File: src/rtl/acc_threshold_pack.sv
// Accumulates adder-tree partial sums per neuron, binarizes against a folded BN threshold, packs bits LSB-first.
// Latency: last beat of the word-completing neuron -> out_valid the next cycle when the output slot is free.
// Backpressure: in_ready drops only while a finished word waits in HOLD for the occupied output slot.
module acc_threshold_pack #(
    parameter int WIDTH_IN = 8,
    parameter int ACC_W    = WIDTH_IN + 16,
    parameter int PASS_W   = 8,
    parameter int PACK     = 32,
    localparam int PS_W    = WIDTH_IN + 11,
    localparam int CNT_W   = $clog2(PACK) + 1
) (
    input  logic              clk,
    input  logic              rst_n,
    input  logic              clear,
    input  logic              in_valid,
    output logic              in_ready,
    input  logic [PS_W-1:0]   in_psum,
    input  logic              flush,
    input  logic [PASS_W-1:0] cfg_passes,
    input  logic [ACC_W-1:0]  cfg_thresh,
    input  logic              cfg_flip,
    output logic              out_valid,
    input  logic              out_ready,
    output logic [PACK-1:0]   out_bits,
    output logic [CNT_W-1:0]  out_count,
    output logic              sat_flag
);

    typedef enum logic {S_ACCUM = 1'b0, S_HOLD = 1'b1} state_t;

    state_t             r_state;
    state_t             w_state_nxt;
    logic [ACC_W-1:0]   r_acc;
    logic [PASS_W-1:0]  r_beat_cnt;
    logic [CNT_W-1:0]   r_bit_cnt;
    logic [PACK-1:0]    r_pack;
    logic [PACK-1:0]    r_hold_bits;
    logic [CNT_W-1:0]   r_hold_count;
    logic               r_out_valid;
    logic [PACK-1:0]    r_out_bits;
    logic [CNT_W-1:0]   r_out_count;
    logic               r_sat;

    logic [PASS_W-1:0]  w_passes;
    logic               w_beat;
    logic               w_last;
    logic [ACC_W:0]     w_psum_ext;
    logic [ACC_W:0]     w_sum;
    logic               w_ovf;
    logic [ACC_W-1:0]   w_acc_nxt;
    logic               w_bit;
    logic [PACK-1:0]    w_pack_set;
    logic               w_word_done;
    logic               w_flush_ok;
    logic               w_emit;
    logic [PACK-1:0]    w_emit_bits;
    logic [CNT_W-1:0]   w_emit_count;
    logic               w_slot_free;
    logic               w_load_emit;
    logic               w_load_hold;
    logic               w_latch_hold;

    // HOLD blocks input purely from state so in_ready has no combinational path from out_ready.
    assign in_ready = (r_state == S_ACCUM);

    assign w_passes    = (cfg_passes == '0) ? PASS_W'(1) : cfg_passes;
    assign w_beat      = in_valid & in_ready;
    assign w_last      = w_beat && (r_beat_cnt == (w_passes - PASS_W'(1)));

    // One guard bit above the accumulator: overflow shows up as the top two bits disagreeing.
    assign w_psum_ext  = {{(ACC_W + 1 - PS_W){in_psum[PS_W-1]}}, in_psum};
    assign w_sum       = {r_acc[ACC_W-1], r_acc} + w_psum_ext;
    assign w_ovf       = w_sum[ACC_W] ^ w_sum[ACC_W-1];
    assign w_acc_nxt   = !w_ovf        ? w_sum[ACC_W-1:0] :
                         w_sum[ACC_W]  ? {1'b1, {(ACC_W-1){1'b0}}} :
                                         {1'b0, {(ACC_W-1){1'b1}}};
    assign w_bit       = ($signed(w_acc_nxt) >= $signed(cfg_thresh)) ^ cfg_flip;

    assign w_word_done = w_last && (r_bit_cnt == CNT_W'(PACK - 1));
    assign w_flush_ok  = flush && (r_state == S_ACCUM) && !w_beat &&
                         (r_beat_cnt == '0) && (r_bit_cnt != '0);
    assign w_emit       = w_word_done | w_flush_ok;
    assign w_emit_bits  = w_word_done ? w_pack_set : r_pack;
    assign w_emit_count = w_word_done ? CNT_W'(PACK) : r_bit_cnt;
    assign w_slot_free  = !r_out_valid | out_ready;

    // Insert the freshly decided neuron bit at the current pack position.
    always_comb begin
        w_pack_set = r_pack;
        w_pack_set[r_bit_cnt[CNT_W-2:0]] = w_bit;
    end

    // Next state and slot-load decisions; a finished word goes straight to the slot if it is free.
    always_comb begin
        w_state_nxt  = r_state;
        w_load_emit  = 1'b0;
        w_load_hold  = 1'b0;
        w_latch_hold = 1'b0;
        case (r_state)
            S_ACCUM: begin
                if (w_emit) begin
                    if (w_slot_free) begin
                        w_load_emit = 1'b1;
                    end else begin
                        w_latch_hold = 1'b1;
                        w_state_nxt  = S_HOLD;
                    end
                end
            end
            S_HOLD: begin
                if (out_ready) begin
                    w_load_hold = 1'b1;
                    w_state_nxt = S_ACCUM;
                end
            end
            default: w_state_nxt = S_ACCUM;
        endcase
    end

    // FSM state register.
    always_ff @(posedge clk or negedge rst_n) begin
        if (!rst_n) begin
            r_state <= S_ACCUM;
        end else if (clear) begin
            r_state <= S_ACCUM;
        end else begin
            r_state <= w_state_nxt;
        end
    end

    // Accumulator, beat/bit counters and pack register; pack clears once its word is handed to slot or HOLD.
    always_ff @(posedge clk or negedge rst_n) begin
        if (!rst_n) begin
            r_acc      <= '0;
            r_beat_cnt <= '0;
            r_bit_cnt  <= '0;
            r_pack     <= '0;
            r_sat      <= 1'b0;
        end else if (clear) begin
            r_acc      <= '0;
            r_beat_cnt <= '0;
            r_bit_cnt  <= '0;
            r_pack     <= '0;
            r_sat      <= 1'b0;
        end else begin
            if (w_beat && w_ovf) begin
                r_sat <= 1'b1;
            end
            if (w_beat) begin
                if (w_last) begin
                    r_acc      <= '0;
                    r_beat_cnt <= '0;
                    if (w_word_done) begin
                        r_bit_cnt <= '0;
                        r_pack    <= '0;
                    end else begin
                        r_bit_cnt <= r_bit_cnt + CNT_W'(1);
                        r_pack    <= w_pack_set;
                    end
                end else begin
                    r_acc      <= w_acc_nxt;
                    r_beat_cnt <= r_beat_cnt + PASS_W'(1);
                end
            end else if (w_flush_ok) begin
                r_bit_cnt <= '0;
                r_pack    <= '0;
            end
        end
    end

    // Word waiting for the slot while in HOLD.
    always_ff @(posedge clk or negedge rst_n) begin
        if (!rst_n) begin
            r_hold_bits  <= '0;
            r_hold_count <= '0;
        end else if (clear) begin
            r_hold_bits  <= '0;
            r_hold_count <= '0;
        end else if (w_latch_hold) begin
            r_hold_bits  <= w_emit_bits;
            r_hold_count <= w_emit_count;
        end
    end

    // Output slot: reload wins over transfer; contents hold while stalled.
    always_ff @(posedge clk or negedge rst_n) begin
        if (!rst_n) begin
            r_out_valid <= 1'b0;
            r_out_bits  <= '0;
            r_out_count <= '0;
        end else if (clear) begin
            r_out_valid <= 1'b0;
            r_out_bits  <= '0;
            r_out_count <= '0;
        end else if (w_load_emit) begin
            r_out_valid <= 1'b1;
            r_out_bits  <= w_emit_bits;
            r_out_count <= w_emit_count;
        end else if (w_load_hold) begin
            r_out_valid <= 1'b1;
            r_out_bits  <= r_hold_bits;
            r_out_count <= r_hold_count;
        end else if (r_out_valid && out_ready) begin
            r_out_valid <= 1'b0;
        end
    end

    assign out_valid = r_out_valid;
    assign out_bits  = r_out_bits;
    assign out_count = r_out_count;
    assign sat_flag  = r_sat;

endmodule

File: config.mk
export PLATFORM = sky130hd
export DESIGN_NAME = acc_threshold_pack
export DESIGN_NICKNAME = d
export VERILOG_FILES = /design/src/rtl/acc_threshold_pack.sv
export SDC_FILE = /design/constraint.sdc
export NUM_CORES = 1
export LEC_CHECK = 0
export BUFFER_PORTS_ARGS = -buffer_cell sky130_fd_sc_hd__buf_2
export CAP_MARGIN = 10
export CORE_MARGIN = 5
export CORE_UTILIZATION = 60
export DETAILED_ROUTE_END_ITERATION = 6
export PLACE_DENSITY = 0.9
export RECOVER_POWER = 50
export SLEW_MARGIN = 20
export SYNTH_ARGS = -nofsm -noshare
export SYNTH_HDL_FRONTEND = slang
export SYNTH_SLANG_ARGS = --single-unit
File: constraint.sdc
create_clock -name clk -period 7.1 [get_ports clk]
set_input_delay 1.065 -clock clk [delete_from_list [all_inputs] [get_ports clk]]
set_output_delay 1.065 -clock clk [all_outputs]
set_load 0.03 [all_outputs]
## Word level (Yosys, flattened, before mapping)

Index checks and enable logic that the tools add are counted.

| storage, ports and cells | value |
|---|---|
| word-level logic and storage cells | 99 |
| output and inout port bits | 41 |
| bits of input ports | 58 |
| flip-flop bits (word level) | 149 |

| operators by class | value |
|---|---|
| add/sub/neg operators | 4 |
| order comparisons | 3 |
| bitwise logic cells | 6 |
| reduce and logical (&&, ||, !) cells | 21 |
| muxes and demuxes | 51 |
| equality and inequality tests | 3 |

Operators by type and width:

| cell | count |
|---|---|
| $mux W32 | 11 |
| $mux W24 | 5 |
| $mux W6 | 11 |
| $bwmux W32 | 1 |
| $mux W8 | 4 |
| $add A24 B19 Y25 | 1 |
| $ge A24 B24 Y1 | 1 |
| $mux W1 | 17 |
| $logic_not A8 Y1 | 2 |
| $logic_and A1 B1 Y1 | 9 |
| $add A8 B1 Y8 const B | 1 |
| $eq A8 B8 Y1 | 1 |
| $sub A8 B1 Y8 const B | 1 |
| $add A6 B1 Y6 const B | 1 |
| $eq A6 B5 Y1 const B | 1 |
| $lt A5 B6 Y1 const B | 1 |
| $reduce_bool A2 Y1 | 3 |
| $reduce_bool A3 Y1 | 2 |
| $reduce_bool A6 Y1 | 1 |
| $demux W1 S5 | 1 |
| $ge A5 B1 Y1 const B | 1 |
| $reduce_bool A4 Y1 | 1 |
| $ne A3 B2 Y1 const B | 1 |
| $logic_not A1 Y1 | 2 |
| 6 further kinds | 8 |

## Depth between registers and ports, before layout

| logic depth | value |
|---|---|
| depth after elaboration | 11 |
| gate-level depth with buffers | 22 |

## Worst setup path after synthesis

Ideal clock, no wire load.

| path | value |
|---|---|
| kind | input-to-reg |
| start | input port in_psum[0] |
| end | register r_hold_bits[30] |
| arrival time | 6,145 ps |
| data required time | 7,001 ps |
| library setup time | 99 ps |
| slack | 856 ps |
| stages | 20 |
| cell sequence | ha_1 > fa_1 > a211oi_1 > nor2_1 > o2111ai_1 > a21oi_1 > o221a_2 > or3_1 > o21ai_0 > clkbuf_1 > a21oi_1 > ha_1 > nand4_1 > or4_1 > a211oi_2 > nor3_1 > o2bb2ai_1 > xor2_1 > or3b_2 > a311oi_1 |

| between the ends | value |
|---|---|
| longest elaborated chain between the ends | 9 |
| elaborated cells on any way between the ends | 10 |

RTL lines:

| element | RTL line | source |
|---|---|---|
| from (decl) | 17 | `input logic [PS_W-1:0] in_psum,` |
| $add A24 B19 Y25 * | 72 | `assign w_sum = {r_acc[ACC_W-1], r_acc} + w_psum_ext;` |
| $mux W24 or $xor A1 B1 Y1 (tied branches) | 75, 73 |  |
| $mux W24 * | 74 | `assign w_acc_nxt = !w_ovf ? w_sum[ACC_W-1:0] :` |
| $ge A24 B24 Y1 * | 77 | `assign w_bit = ($signed(w_acc_nxt) >= $signed(cfg_thresh)) ^ cfg_flip;` |
| $xor A1 B1 Y1 * | 77 |  |
| $bwmux W32 * | 90 | `w_pack_set[r_bit_cnt[CNT_W-2:0]] = w_bit;` |
| $mux W32 * | 83 | `assign w_emit_bits = w_word_done ? w_pack_set : r_pack;` |
| $mux W32 * | 179 | `end else if (w_latch_hold) begin` |
| $mux W32 * | 176 | `end else if (clear) begin` |
| to (signal assigned) | 180 | `r_hold_bits <= w_emit_bits;` |
| to (decl) | 37 | `logic [PACK-1:0] r_hold_bits;` |

Mark *: on every way between the ends. The rest lies on a longest branch, timed or not. The select of a mux whose other input is x is not followed.
A chain may end at the register's enable or synchronous reset.

## Worst setup path after layout

Ends and elaborated chain as after synthesis.

==> flow_summary.ini <==
[logic_synthesis]
syn_area_per_cell_um2 = 8.643
yosysWarnings = 0
synth_cell_types = 72
yosys_register_bits = 149
synth_edf_count = 0
synth_ff_type = dfrtp_1
synth_fp_nets = 1194
async_reset_ff_share_pct = 100.0
ys_seq_area_share_pct = 39.95
synthCells = 1080
synth_area_um2 = 9334

[grt]
grt_pass1_wl_um = 39920
grt_overflow = 0
antenna_found_initial = 0
grt_max_degree = 95
grt_pass1_vias = 8219
grt_use_total_pct = 26.79

[floorplanning]
row_count = 45
dieArea_um2 = 18150
boundaryPins = 99
chipWidth_um = 134.7
initial_core_util_pct = 61.17
die_h_um = 134.7
coreArea_um2 = 15260

[worst_setup_path]
path_delay_family = compound AO/OA/AOI/OAI gates
cp.arrival_ns = 6.79
critPathRequiredTime_ns = 7.43
path_buf_inv = 3
cp_max_fo = 22
path_depth = 22
cp_cell_sequence = buf_2 -> ha_1 -> fa_1 -> a211oi_1 -> nor2_1 -> o2111ai_1 -> a21oi_1 -> o221a_2 -> or3_1 -> o21ai_1 -> buf_4 -> a21oi_1 -> ha_1 -> nand4_1 -> or4_1 -> a211oi_2 -> nor3_1 -> o2bb2ai_1 -> xor2_1 -> buf_4 -> or3b_2 -> a311oi_1
reg2reg_depth = 21
crit_path_end_kind = flop
cp_slowest_stage_delay_ns = 0.58
path_class = in -> reg
cp_slowest_cell = or4_1
worst_setup_path_start_kind = primary input

[finish]
syn_to_final_growth_pct = 12.39
final_cell_mix = 149 x dfrtp_1, 135 x nand2_1, 107 x nor2_1
final_net_count = 1265
diodes = 0
drive_gt1_share_pct = 11.25
final_common_cell = dfrtp_1

[clocking]
postCtsSetupRepairBufs = 0
cts_max_level = 4
clkTransAtPathRegs_ns = 0.07
cts.sinks = 149
clkLatencyLatePin_ns = 0.44
numCtsBuffers = 17
clk_path_buf_depth = 2
cts_tree = built
cts_hold_buf = 0
post_cts_resized = 0
cts_root_buffer = clkbuf_16

[job]
max-cap-violations = 1

[power_and_ir_drop]
leakage_nw = 4.907
p_per_area_nw_per_um2 = 268.9
ir_worst_vdd_v = 0.0002508
total_power_mw = 2.820

[sta]
setup_viol = 0
fin_crit_sh_pct = 91.06
fin_crit_ns = 6.465
slew_viol_final = 95
worstMarginPinSlew_ns = 5.042
fmax_ghz = 0.1547
hold_viol_final = 0
finalSetupTns_ns = 0
skew_ns = 0.01192
max_slew_margin_pct = -236.2
grt_setup_unrepaired = no

[route]
first_pass_iters = 6
wl_um = 23580
via_per_inst = 6.169
vias = 8482
drtIter0Drc = 801
antenna_left = 0
wire_per_inst_um = 17.15
drc_errors = 0

[status]
outcome = finished with violations
violations = capacitance limit, slew limit

[placement]
place.gp.congestion = 0.9441
port_buffers = 98
dp.final_hpwl_um = 15730

[min_path]
holdPathStages = 2
hold_path_class = reg -> reg
sequential cells by signal, summed over array words and instances, names as in the netlist:
name and flops:
out_bits 32, r_hold_bits 32, r_pack 32, r_acc 24
r_beat_cnt 8, out_count 6, r_bit_cnt 6, r_hold_count 6
out_valid 1, r_state 1, sat_flag 1
metal layers:
metal  share of wire (%)  GRT usage, %  vias to the layer above
met5                   0             0                        -
met4                 2.4         9.785                        0
met3                 7.5         5.738                       58
met2                  48         43.27                      368
met1                  42         35.73                     4064
li1                    -             -                     3992
cell usage after synthesis, drive strengths merged (16+ instances only):
cell type | instances | share of area, %
mux2i | 37 | 4.0
inv | 43 | 1.7
nor2b | 25 | 1.7
xnor2 | 16 | 1.5
a211oi | 44 | 3.6
clkbuf | 38 | 1.6
o21ai | 117 | 6.4
nand2 | 138 | 5.6
nor2 | 108 | 4.3
dfrtp | 149 | 40
buf | 21 | 1.4
nand3 | 25 | 1.4
a21oi | 93 | 5.2
ha | 55 | 7.4
metrics by stage:
stage                     setup slack [ns]  hold slack, ns  cell area, um^2  util (%)  std cells
after floorplan                     0.8558          0.4428             9334         -       1080
after global placement              0.4640          0.4581             9925     65.04       1343
after detailed placement            0.2862          0.4683             9925     65.04       1343
after CTS                           0.7118          0.4864            10550     69.14       1375
after global routing                0.2200          0.5167            10490     68.75       1375
final                               0.6350          0.4866            10490     68.75       1375
report_power, final:
part | switching [mW] | internal [mW]
registers | 0.0366 | 0.898
logic | 0.571 | 0.348
clock network | 0.393 | 0.573
total | 1.00 | 1.82
cells by family (layout without fill, tap and decap cells):
group | Yosys count | after routing | share of synthesized area (%)
adder cells (fa/ha/maj) | 56 | 56 | 7.587
XOR/XNOR | 28 | 28 | 2.627
AND/OR/NAND/NOR | 364 | 364 | 17.88
flip-flops | 149 | 149 | 39.95
AO/OA/AOI/OAI | 339 | 339 | 22.72
multiplexers | 42 | 42 | 4.571
buffers and inverters | 102 | 186 | 4.665
tightest hold or removal path, delay by kind of cell (launching register included):
family,cells,cell delay (ns)
flip-flops,1,0.36
AND/OR/NAND/NOR,2,0.10
worst paths after layout:
check	from	end	slack [ns]
min in group asynchronous	rst_n	r_hold_bits[31]	2.46
worst max register to register	r_acc[0]	r_hold_bits[30]	0.97
worst max-delay path	in_psum[0]	r_hold_bits[30]	0.64
max in group asynchronous	rst_n	r_beat_cnt[3]	1.36
worst min-delay path	r_acc[23]	r_acc[23]	0.49
worst min register to register	r_acc[23]	r_acc[23]	0.49
cell type report:
type,instances,area [um^2]
multi-input cells,829,5176
fillers,1138,4768
flip-flops and latches,149,3729
repair buffers,111,534.3
clock buffers,18,439.2
well taps,211,264.0
clock inverters,14,186.4
inverters,43,161.4
Power figures use the tool's default switching activity.
